==> src/rtl/data_enumerator_v2_if.sv <==
// Stream bundle for data_enumerator_v2: upstream beat channel, downstream
// tagged beat channel and the per-stream tag configuration.
// master = the surrounding logic (source + sink), slave = the enumerator.
interface data_enumerator_v2_if #(
  parameter int NUM_ELEMENTS = 8,
  parameter int DATA_WIDTH   = 32,
  parameter int SERIAL_WIDTH = 32
);
  logic [SERIAL_WIDTH-1:0]              cfg_base;
  logic [SERIAL_WIDTH-1:0]              cfg_stride;
  logic [NUM_ELEMENTS*DATA_WIDTH-1:0]   in_data;
  logic [NUM_ELEMENTS-1:0]              in_keep;
  logic                                 in_last;
  logic                                 in_valid;
  logic                                 in_ready;
  logic [NUM_ELEMENTS*DATA_WIDTH-1:0]   out_data;
  logic [NUM_ELEMENTS-1:0]              out_keep;
  logic [NUM_ELEMENTS*SERIAL_WIDTH-1:0] out_tag;
  logic                                 out_last;
  logic                                 out_valid;
  logic                                 out_ready;
  logic                                 out_wrap;

  modport master (
    output cfg_base, cfg_stride, in_data, in_keep, in_last, in_valid, out_ready,
    input  in_ready, out_data, out_keep, out_tag, out_last, out_valid, out_wrap
  );

  modport slave (
    input  cfg_base, cfg_stride, in_data, in_keep, in_last, in_valid, out_ready,
    output in_ready, out_data, out_keep, out_tag, out_last, out_valid, out_wrap
  );
endinterface

==> src/rtl/data_enumerator_v2.sv <==
// data_enumerator_v2: attaches a serial tag to every lane of a beat.
// Tags start at cfg_base (sampled on the first beat of a stream) and step by
// cfg_stride per element, either per lane position (DENSE=0) or per kept lane
// (DENSE=1). out_wrap flags a stream whose tag arithmetic overflowed.
// One registered output stage, full throughput.
// Optional statistics counters: define DATA_ENUMERATOR_STATS_EN.
module data_enumerator_v2 #(
  parameter int NUM_ELEMENTS = 8,
  parameter int DATA_WIDTH   = 32,
  parameter int SERIAL_WIDTH = 32,
  parameter int DENSE        = 0
) (
  input  logic clk,
  input  logic rst_n,
`ifdef DATA_ENUMERATOR_STATS_EN
  output logic [31:0] stat_streams,
  output logic [31:0] stat_elements,
`endif
  data_enumerator_v2_if.slave bus
);

  // CW holds any element count 0..NUM_ELEMENTS; WW holds the untruncated
  // base + count*stride so overflow past the tag width is visible.
  localparam int CW = $clog2(NUM_ELEMENTS) + 1;
  localparam int WW = SERIAL_WIDTH + CW;

  typedef enum logic {SOS, MID} state_t;

  state_t                  state_reg, state_next;
  logic [SERIAL_WIDTH-1:0] counter_reg, counter_next;
  logic [SERIAL_WIDTH-1:0] stride_reg, stride_next;
  logic                    wrap_reg, wrap_next;

  logic                    in_fire;
  logic [SERIAL_WIDTH-1:0] beat_base;
  logic [SERIAL_WIDTH-1:0] beat_stride;
  logic [CW-1:0]           prefix [0:NUM_ELEMENTS];
  logic [CW-1:0]           adv_cnt;
  logic [WW-1:0]           beat_sum;
  logic [NUM_ELEMENTS-1:0] lane_wrap;
  logic                    beat_wrap;
  logic                    wrap_out;
  logic [NUM_ELEMENTS*SERIAL_WIDTH-1:0] tag_next;

  assign bus.in_ready = !bus.out_valid || bus.out_ready;
  assign in_fire      = bus.in_valid && bus.in_ready;

  // First beat of a stream takes its numbering from the config inputs;
  // later beats continue from the running counter and latched stride.
  assign beat_base   = (state_reg == SOS) ? bus.cfg_base   : counter_reg;
  assign beat_stride = (state_reg == SOS) ? bus.cfg_stride : stride_reg;

  // prefix[i] = number of kept lanes below lane i.
  assign prefix[0] = '0;

  generate
    for (genvar gi = 0; gi < NUM_ELEMENTS; gi++) begin : g_lane
      logic [CW-1:0] lane_idx;
      logic          lane_on;
      logic [WW-1:0] lane_sum;

      assign prefix[gi+1] = prefix[gi] + CW'(bus.in_keep[gi]);
      assign lane_idx     = (DENSE != 0) ? prefix[gi] : CW'(gi);
      assign lane_on      = (DENSE == 0) || bus.in_keep[gi];
      assign lane_sum     = WW'(beat_base) + WW'(lane_idx) * WW'(beat_stride);
      assign tag_next[gi*SERIAL_WIDTH +: SERIAL_WIDTH] =
        lane_on ? lane_sum[SERIAL_WIDTH-1:0] : '0;
      assign lane_wrap[gi] = lane_on && (lane_sum[WW-1:SERIAL_WIDTH] != '0);
    end
  endgenerate

  // Dense mode advances only by the kept lanes; positional mode by the width.
  assign adv_cnt   = (DENSE != 0) ? prefix[NUM_ELEMENTS] : CW'(NUM_ELEMENTS);
  assign beat_sum  = WW'(beat_base) + WW'(adv_cnt) * WW'(beat_stride);
  assign beat_wrap = (beat_sum[WW-1:SERIAL_WIDTH] != '0) || (|lane_wrap);
  assign wrap_out  = ((state_reg == MID) && wrap_reg) || beat_wrap;

  // Stream state register.
  always_ff @(posedge clk or negedge rst_n) begin
    if (!rst_n) begin
      state_reg   <= SOS;
      counter_reg <= '0;
      stride_reg  <= '0;
      wrap_reg    <= 1'b0;
    end else begin
      state_reg   <= state_next;
      counter_reg <= counter_next;
      stride_reg  <= stride_next;
      wrap_reg    <= wrap_next;
    end
  end

  // Next-state logic: a last beat always returns to SOS with a clean counter.
  always_comb begin
    state_next   = state_reg;
    counter_next = counter_reg;
    stride_next  = stride_reg;
    wrap_next    = wrap_reg;
    unique case (state_reg)
      SOS: if (in_fire && !bus.in_last) state_next = MID;
      MID: if (in_fire && bus.in_last)  state_next = SOS;
      default: state_next = SOS;
    endcase
    if (in_fire) begin
      stride_next = beat_stride;
      if (bus.in_last) begin
        counter_next = '0;
        wrap_next    = 1'b0;
      end else begin
        counter_next = beat_sum[SERIAL_WIDTH-1:0];
        wrap_next    = wrap_out;
      end
    end
  end

  // Output stage: load on input handshake, drop valid once consumed.
  always_ff @(posedge clk or negedge rst_n) begin
    if (!rst_n) begin
      bus.out_valid <= 1'b0;
      bus.out_data  <= '0;
      bus.out_keep  <= '0;
      bus.out_tag   <= '0;
      bus.out_last  <= 1'b0;
      bus.out_wrap  <= 1'b0;
    end else if (in_fire) begin
      bus.out_valid <= 1'b1;
      bus.out_data  <= bus.in_data;
      bus.out_keep  <= bus.in_keep;
      bus.out_tag   <= tag_next;
      bus.out_last  <= bus.in_last;
      bus.out_wrap  <= wrap_out;
    end else if (bus.out_ready) begin
      bus.out_valid <= 1'b0;
    end
  end

`ifdef DATA_ENUMERATOR_STATS_EN
  logic [32:0] streams_sum;
  logic [32:0] elements_sum;

  assign streams_sum  = {1'b0, stat_streams} + 33'd1;
  assign elements_sum = {1'b0, stat_elements} + 33'(prefix[NUM_ELEMENTS]);

  // Saturating stream / kept-element counters, updated on input handshake.
  always_ff @(posedge clk or negedge rst_n) begin
    if (!rst_n) begin
      stat_streams  <= '0;
      stat_elements <= '0;
    end else if (in_fire) begin
      if (bus.in_last)
        stat_streams <= streams_sum[32] ? '1 : streams_sum[31:0];
      stat_elements <= elements_sum[32] ? '1 : elements_sum[31:0];
    end
  end
`endif

endmodule

==> src/flat_wrapper.sv <==
// flat-port wrapper written by rule: the top's interface ports become plain ports
module data_enumerator_v2_flat 
#(
  parameter int NUM_ELEMENTS = 8,
  parameter int DATA_WIDTH   = 32,
  parameter int SERIAL_WIDTH = 32,
  parameter int DENSE        = 0
)
  (clk, rst_n, bus_cfg_base, bus_cfg_stride, bus_in_data, bus_in_keep, bus_in_last, bus_in_valid, bus_out_ready, bus_in_ready, bus_out_data, bus_out_keep, bus_out_tag, bus_out_last, bus_out_valid, bus_out_wrap);
  data_enumerator_v2_if #(.NUM_ELEMENTS(NUM_ELEMENTS), .DATA_WIDTH(DATA_WIDTH), .SERIAL_WIDTH(SERIAL_WIDTH)) bus_i ();
  input  logic clk;
  input  logic rst_n;
  input wire logic [$bits(bus_i.cfg_base)-1:0] bus_cfg_base;
  input wire logic [$bits(bus_i.cfg_stride)-1:0] bus_cfg_stride;
  input wire logic [$bits(bus_i.in_data)-1:0] bus_in_data;
  input wire logic [$bits(bus_i.in_keep)-1:0] bus_in_keep;
  input wire logic [$bits(bus_i.in_last)-1:0] bus_in_last;
  input wire logic [$bits(bus_i.in_valid)-1:0] bus_in_valid;
  input wire logic [$bits(bus_i.out_ready)-1:0] bus_out_ready;
  output wire logic [$bits(bus_i.in_ready)-1:0] bus_in_ready;
  output wire logic [$bits(bus_i.out_data)-1:0] bus_out_data;
  output wire logic [$bits(bus_i.out_keep)-1:0] bus_out_keep;
  output wire logic [$bits(bus_i.out_tag)-1:0] bus_out_tag;
  output wire logic [$bits(bus_i.out_last)-1:0] bus_out_last;
  output wire logic [$bits(bus_i.out_valid)-1:0] bus_out_valid;
  output wire logic [$bits(bus_i.out_wrap)-1:0] bus_out_wrap;
  assign bus_i.cfg_base = bus_cfg_base;
  assign bus_i.cfg_stride = bus_cfg_stride;
  assign bus_i.in_data = bus_in_data;
  assign bus_i.in_keep = bus_in_keep;
  assign bus_i.in_last = bus_in_last;
  assign bus_i.in_valid = bus_in_valid;
  assign bus_i.out_ready = bus_out_ready;
  assign bus_in_ready = bus_i.in_ready;
  assign bus_out_data = bus_i.out_data;
  assign bus_out_keep = bus_i.out_keep;
  assign bus_out_tag = bus_i.out_tag;
  assign bus_out_last = bus_i.out_last;
  assign bus_out_valid = bus_i.out_valid;
  assign bus_out_wrap = bus_i.out_wrap;
  data_enumerator_v2 #(.NUM_ELEMENTS(NUM_ELEMENTS), .DATA_WIDTH(DATA_WIDTH), .SERIAL_WIDTH(SERIAL_WIDTH), .DENSE(DENSE)) u_core (.clk(clk), .rst_n(rst_n), .bus(bus_i));
endmodule
==> config.mk <==
export PLATFORM = sky130hd
export DESIGN_NAME = data_enumerator_v2_flat
export DESIGN_NICKNAME = d
export VERILOG_FILES = /design/src/rtl/data_enumerator_v2_if.sv /design/src/rtl/data_enumerator_v2.sv /design/src/flat_wrapper.sv
export SDC_FILE = /design/constraint.sdc
export NUM_CORES = 2
export LEC_CHECK = 0
export BUFFER_PORTS_ARGS = -buffer_cell sky130_fd_sc_hd__clkbuf_2
export CORE_AREA = 2 2 338 340
export CTS_CLUSTER_DIAMETER = 40
export CTS_CLUSTER_SIZE = 28
export DETAILED_ROUTE_END_ITERATION = 6
export DIE_AREA = 0 0 340 342
export HOLD_SLACK_MARGIN = 0.06
export PLACE_DENSITY = 0.61
export SYNTH_ARGS = -nofsm -noshare
export SYNTH_HDL_FRONTEND = slang
export SYNTH_SLANG_ARGS = --single-unit
==> constraint.sdc <==
create_clock -name clk -period 10.3 [get_ports clk]
set_input_delay 2.06 -clock clk [delete_from_list [all_inputs] [get_ports clk]]
set_output_delay 2.06 -clock clk [all_outputs]
set_load 0.03 [all_outputs]
==> metrics.log <==
INFO  metric whs_path_depth = 2
INFO  metric filler_cells = 11245
INFO  metric worstSkewPairLatency = 0.71 ns
INFO  metric syn-instance-count = 4515
INFO  metric synth_top_cell_area_share = 36.82%
INFO  metric grt_pass1_vias = 36128
INFO  metric r2r-end = u_core.wrap_reg
INFO  metric cts_max_level = 3
INFO  metric drcViolationCount = 0
INFO  metric cp-end-kind = register
INFO  metric critPathLaunchType = primary input
INFO  metric timing.final.hold_violations = 0
INFO  metric multiInputGateArea = 0.02383 mm2
INFO  metric min_delay_worst_endpoint = u_core.bus.out_tag[72]
INFO  metric worst-endpoint-required = 10.85 ns
INFO  metric place_inst = 6742
INFO  metric global_route_wire_length_before_repair = 231.7 mm
INFO  metric design.core.area = 0.1131 mm2
INFO  metric post_cts_resized = 0
INFO  metric netlist_area = 0.03935 mm2
INFO  metric grt_overflow = 0
INFO  metric cap_violations = 0
INFO  metric starting_density_of_the_core = 34.79%
INFO  metric final_antenna_net_count = 0
INFO  metric final_net_count = 6074
INFO  metric cts.sink_count = 579
INFO  metric ys.flop_type = sky130_fd_sc_hd__dfrtp_1
INFO  metric period_minus_slack = 8.677 ns
INFO  metric post_route_cells_drive_above_1_share = 22.48%
INFO  metric grtUsageTotal = 26.42%
INFO  metric hp-class = reg -> reg
INFO  metric clock-skew-final = 0.04057 ns
INFO  metric tritoncts = done
INFO  metric width_of_the_die = 340 um
INFO  metric clk_transition_reported_paths = 0.05 ns
INFO  metric finalSetupViolations = 0
INFO  metric num_vias = 36603
INFO  metric rsz0062_at_grt = no
INFO  metric reg2regPathDepth = 26
INFO  metric y_dimension_of_the_die = 342 um
INFO  metric period_share = 84.24%
INFO  metric rows = 124
INFO  metric ys_top_cells_by_area = sky130_fd_sc_hd__dfrtp_1, sky130_fd_sc_hd__ha_1, sky130_fd_sc_hd__nand2_1
INFO  metric detailedRoute.firstIterationViolations = 2198
INFO  metric layout_top_registers = u_core.bus.out_data: 256 flops, u_core.bus.out_tag: 246 flops
INFO  metric synth_enable_flop_cells = 0
INFO  metric largest_register_ff_count = 256
INFO  metric synthesis.nets = 5255
INFO  metric die_area = 0.1163 mm2
INFO  metric antenna_found_initial = 8
INFO  metric slew_headroom = 16.08%
INFO  metric avgSynthCellArea = 8.715 um2
INFO  metric synth.lib_cells_used.distinct = 94
INFO  metric clock_tree.buffer_depth = 3
INFO  metric path_max_fanout = 11
INFO  metric wirelength = 158.3 mm
INFO  metric tightestPinTransition = 1.259 ns
INFO  metric slew_viol_final = 0
INFO  metric clock.fmax = 115.2 MHz
INFO  metric place.gp.congestion = 0.9715
INFO  metric cts.hold.buffers_added = 0
INFO  metric port_buffers = 856
INFO  metric register_area = 0.01449 mm2
INFO  metric place.detailed.hpwl = 124.9 mm
INFO  metric r2r_setup_slack = 2.30 ns
INFO  metric yosysSeqAreaShare = 36.82%
INFO  metric critical_path_arrival = 9.23 ns
INFO  metric ys_ff_latch = 579
INFO  metric area_delta_synth_final = 24.11%
INFO  metric placedInstanceArea = 0.04514 mm2
INFO  metric design.portCount = 857
INFO  metric cts_post_setup_buffers_inserted = 0
INFO  metric fin_ws = 1.623 ns
INFO  metric grt_start_max_net_pins = 215
INFO  metric layout.cell_area.non_filler = 0.04883 mm2
INFO  metric timing.hold.worst.start = u_core.bus.out_tag[72]
INFO  metric setup_tns = 0 ns
INFO  metric synth_largest_area_cell = sky130_fd_sc_hd__dfrtp_1
INFO  metric cts_root_buf = sky130_fd_sc_hd__clkbuf_16
INFO  metric synth_warnings = 0
INFO  metric largest_register = u_core.bus.out_data
INFO  metric outcome = finished, final reports clean
INFO  metric dr.pass1.iters = 5
INFO  metric cts_made_buffers = 102
INFO  metric dpl_worst_slack = 1.097 ns
INFO  metric ys_async_sr_fraction = 100.0%
INFO  metric final-instance-count-excl-fill = 6936
INFO  metric post_drt_via_cell_ratio = 5.277
INFO  metric crit_type = in -> reg
INFO  metric routed_wire_length_per_instance = 22.82 um
## worst max-delay path: stages
cell	delay (ns)
sky130_fd_sc_hd__clkbuf_2	0.10
sky130_fd_sc_hd__mux2i_1	0.30
sky130_fd_sc_hd__inv_1	0.33
sky130_fd_sc_hd__fa_1	0.53
sky130_fd_sc_hd__ha_1	0.24
sky130_fd_sc_hd__fa_1	0.40
sky130_fd_sc_hd__a21oi_1	0.29
sky130_fd_sc_hd__o211ai_1	0.14
sky130_fd_sc_hd__a31o_2	0.28
sky130_fd_sc_hd__a31oi_1	0.18
sky130_fd_sc_hd__o21bai_1	0.13
sky130_fd_sc_hd__a21o_1	0.20
sky130_fd_sc_hd__a21o_1	0.19
sky130_fd_sc_hd__a31o_2	0.28
sky130_fd_sc_hd__a21o_1	0.18
sky130_fd_sc_hd__a21oi_1	0.17
sky130_fd_sc_hd__xnor2_1	0.15
sky130_fd_sc_hd__ha_1	0.30
sky130_fd_sc_hd__and4_1	0.24
sky130_fd_sc_hd__a21o_1	0.18
sky130_fd_sc_hd__a21o_1	0.21
sky130_fd_sc_hd__a221oi_1	0.53
sky130_fd_sc_hd__or3b_1	0.20
sky130_fd_sc_hd__a31oi_1	0.13
sky130_fd_sc_hd__or3_1	0.34
sky130_fd_sc_hd__a2111oi_0	0.54
sky130_fd_sc_hd__o2111ai_1	0.23
sky130_fd_sc_hd__nor2b_4	0.18
## cell usage after synthesis, drive strengths merged, types with 11 or more instances
master	instances
a211oi	45
clkbuf	149
xnor2	160
a21boi	11
dfrtp	579
o21a	41
nor2	154
a22o	22
a211o	11
o21ai	363
inv	101
xor2	135
and2	27
ha	367
nand3	59
a311oi	11
a31oi	27
nand4	35
nor2b	28
nand2	1212
fa	40
mux2	114
o211ai	24
nor4	14
a21o	118
nor3	38
buf	14
o31ai	27
o21bai	51
and3	32
nand2b	49
and4	14
a21oi	281
## routing by layer
layer	share of wire [%]	vias to the layer above	global-route usage [%]
met4	5.4	0	13.42
met1	41	17641	32.47
li1	-	17512	-
met2	48	1169	44.84
met5	0	-	0
met3	5.8	281	4.178
## final cells by class
class / count / area share (%)
clock buffer: 117 / 5.424
multi-input combinational: 3672 / 48.80
inverter: 101 / 0.7763
antenna: 6 / 0.03075
tap: 1512 / 3.874
clock inverter: 71 / 2.114
sequential: 579 / 29.67
timing repair buffer: 878 / 9.311
## logic make-up (layout without fill, tap and decap cells)
family	count (synthesis)	count (layout)	synth area share, %
fa+ha+maj	407	407	13.71
simple gates	1711	1711	18.46
other cells	0	6	0
xor+xnor	295	295	6.614
flops	579	579	36.82
mux	122	122	3.476
buf+inv	264	1167	2.639
compound gates	1137	1137	18.28
## per-stage QoR
stage	utilization [%]	hold slack (ns)
after floorplan	-	0.4331
after global placement	39.91	0.4491
after detailed placement	39.91	0.4539
after CTS	43.16	0.4655
after global routing	43.17	0.4843
final	43.18	0.4609
## cell usage in the layout, fill, tap and decap left out, drive strengths merged, types with 38 or more instances in the layout
master  count
clkbuf    972
a21oi     281
nand3      59
nor3       38
mux2      114
inv       131
a211oi     45
dfrtp     579
a21o      118
fa         40
o21a       41
xnor2     160
ha        367
nor2      154
nand2b     49
o21bai     51
o21ai     363
xor2      135
nand2    1212
## worst max path at each step
stage	startpoint	end	slack, ns
floorplan	bus_cfg_stride[1]	u_core.wrap_reg	1.68
global placement	bus_cfg_stride[2]	u_core.wrap_reg	1.19
detailed placement	bus_cfg_stride[2]	u_core.wrap_reg	1.10
CTS	bus_cfg_stride[2]	u_core.wrap_reg	1.80
global route	bus_cfg_stride[2]	u_core.wrap_reg	1.04
finish	bus_cfg_stride[2]	u_core.wrap_reg	1.62
Power is not shown: default switching activity piles up to over one toggle a cycle in this logic, so the estimate is an artifact.
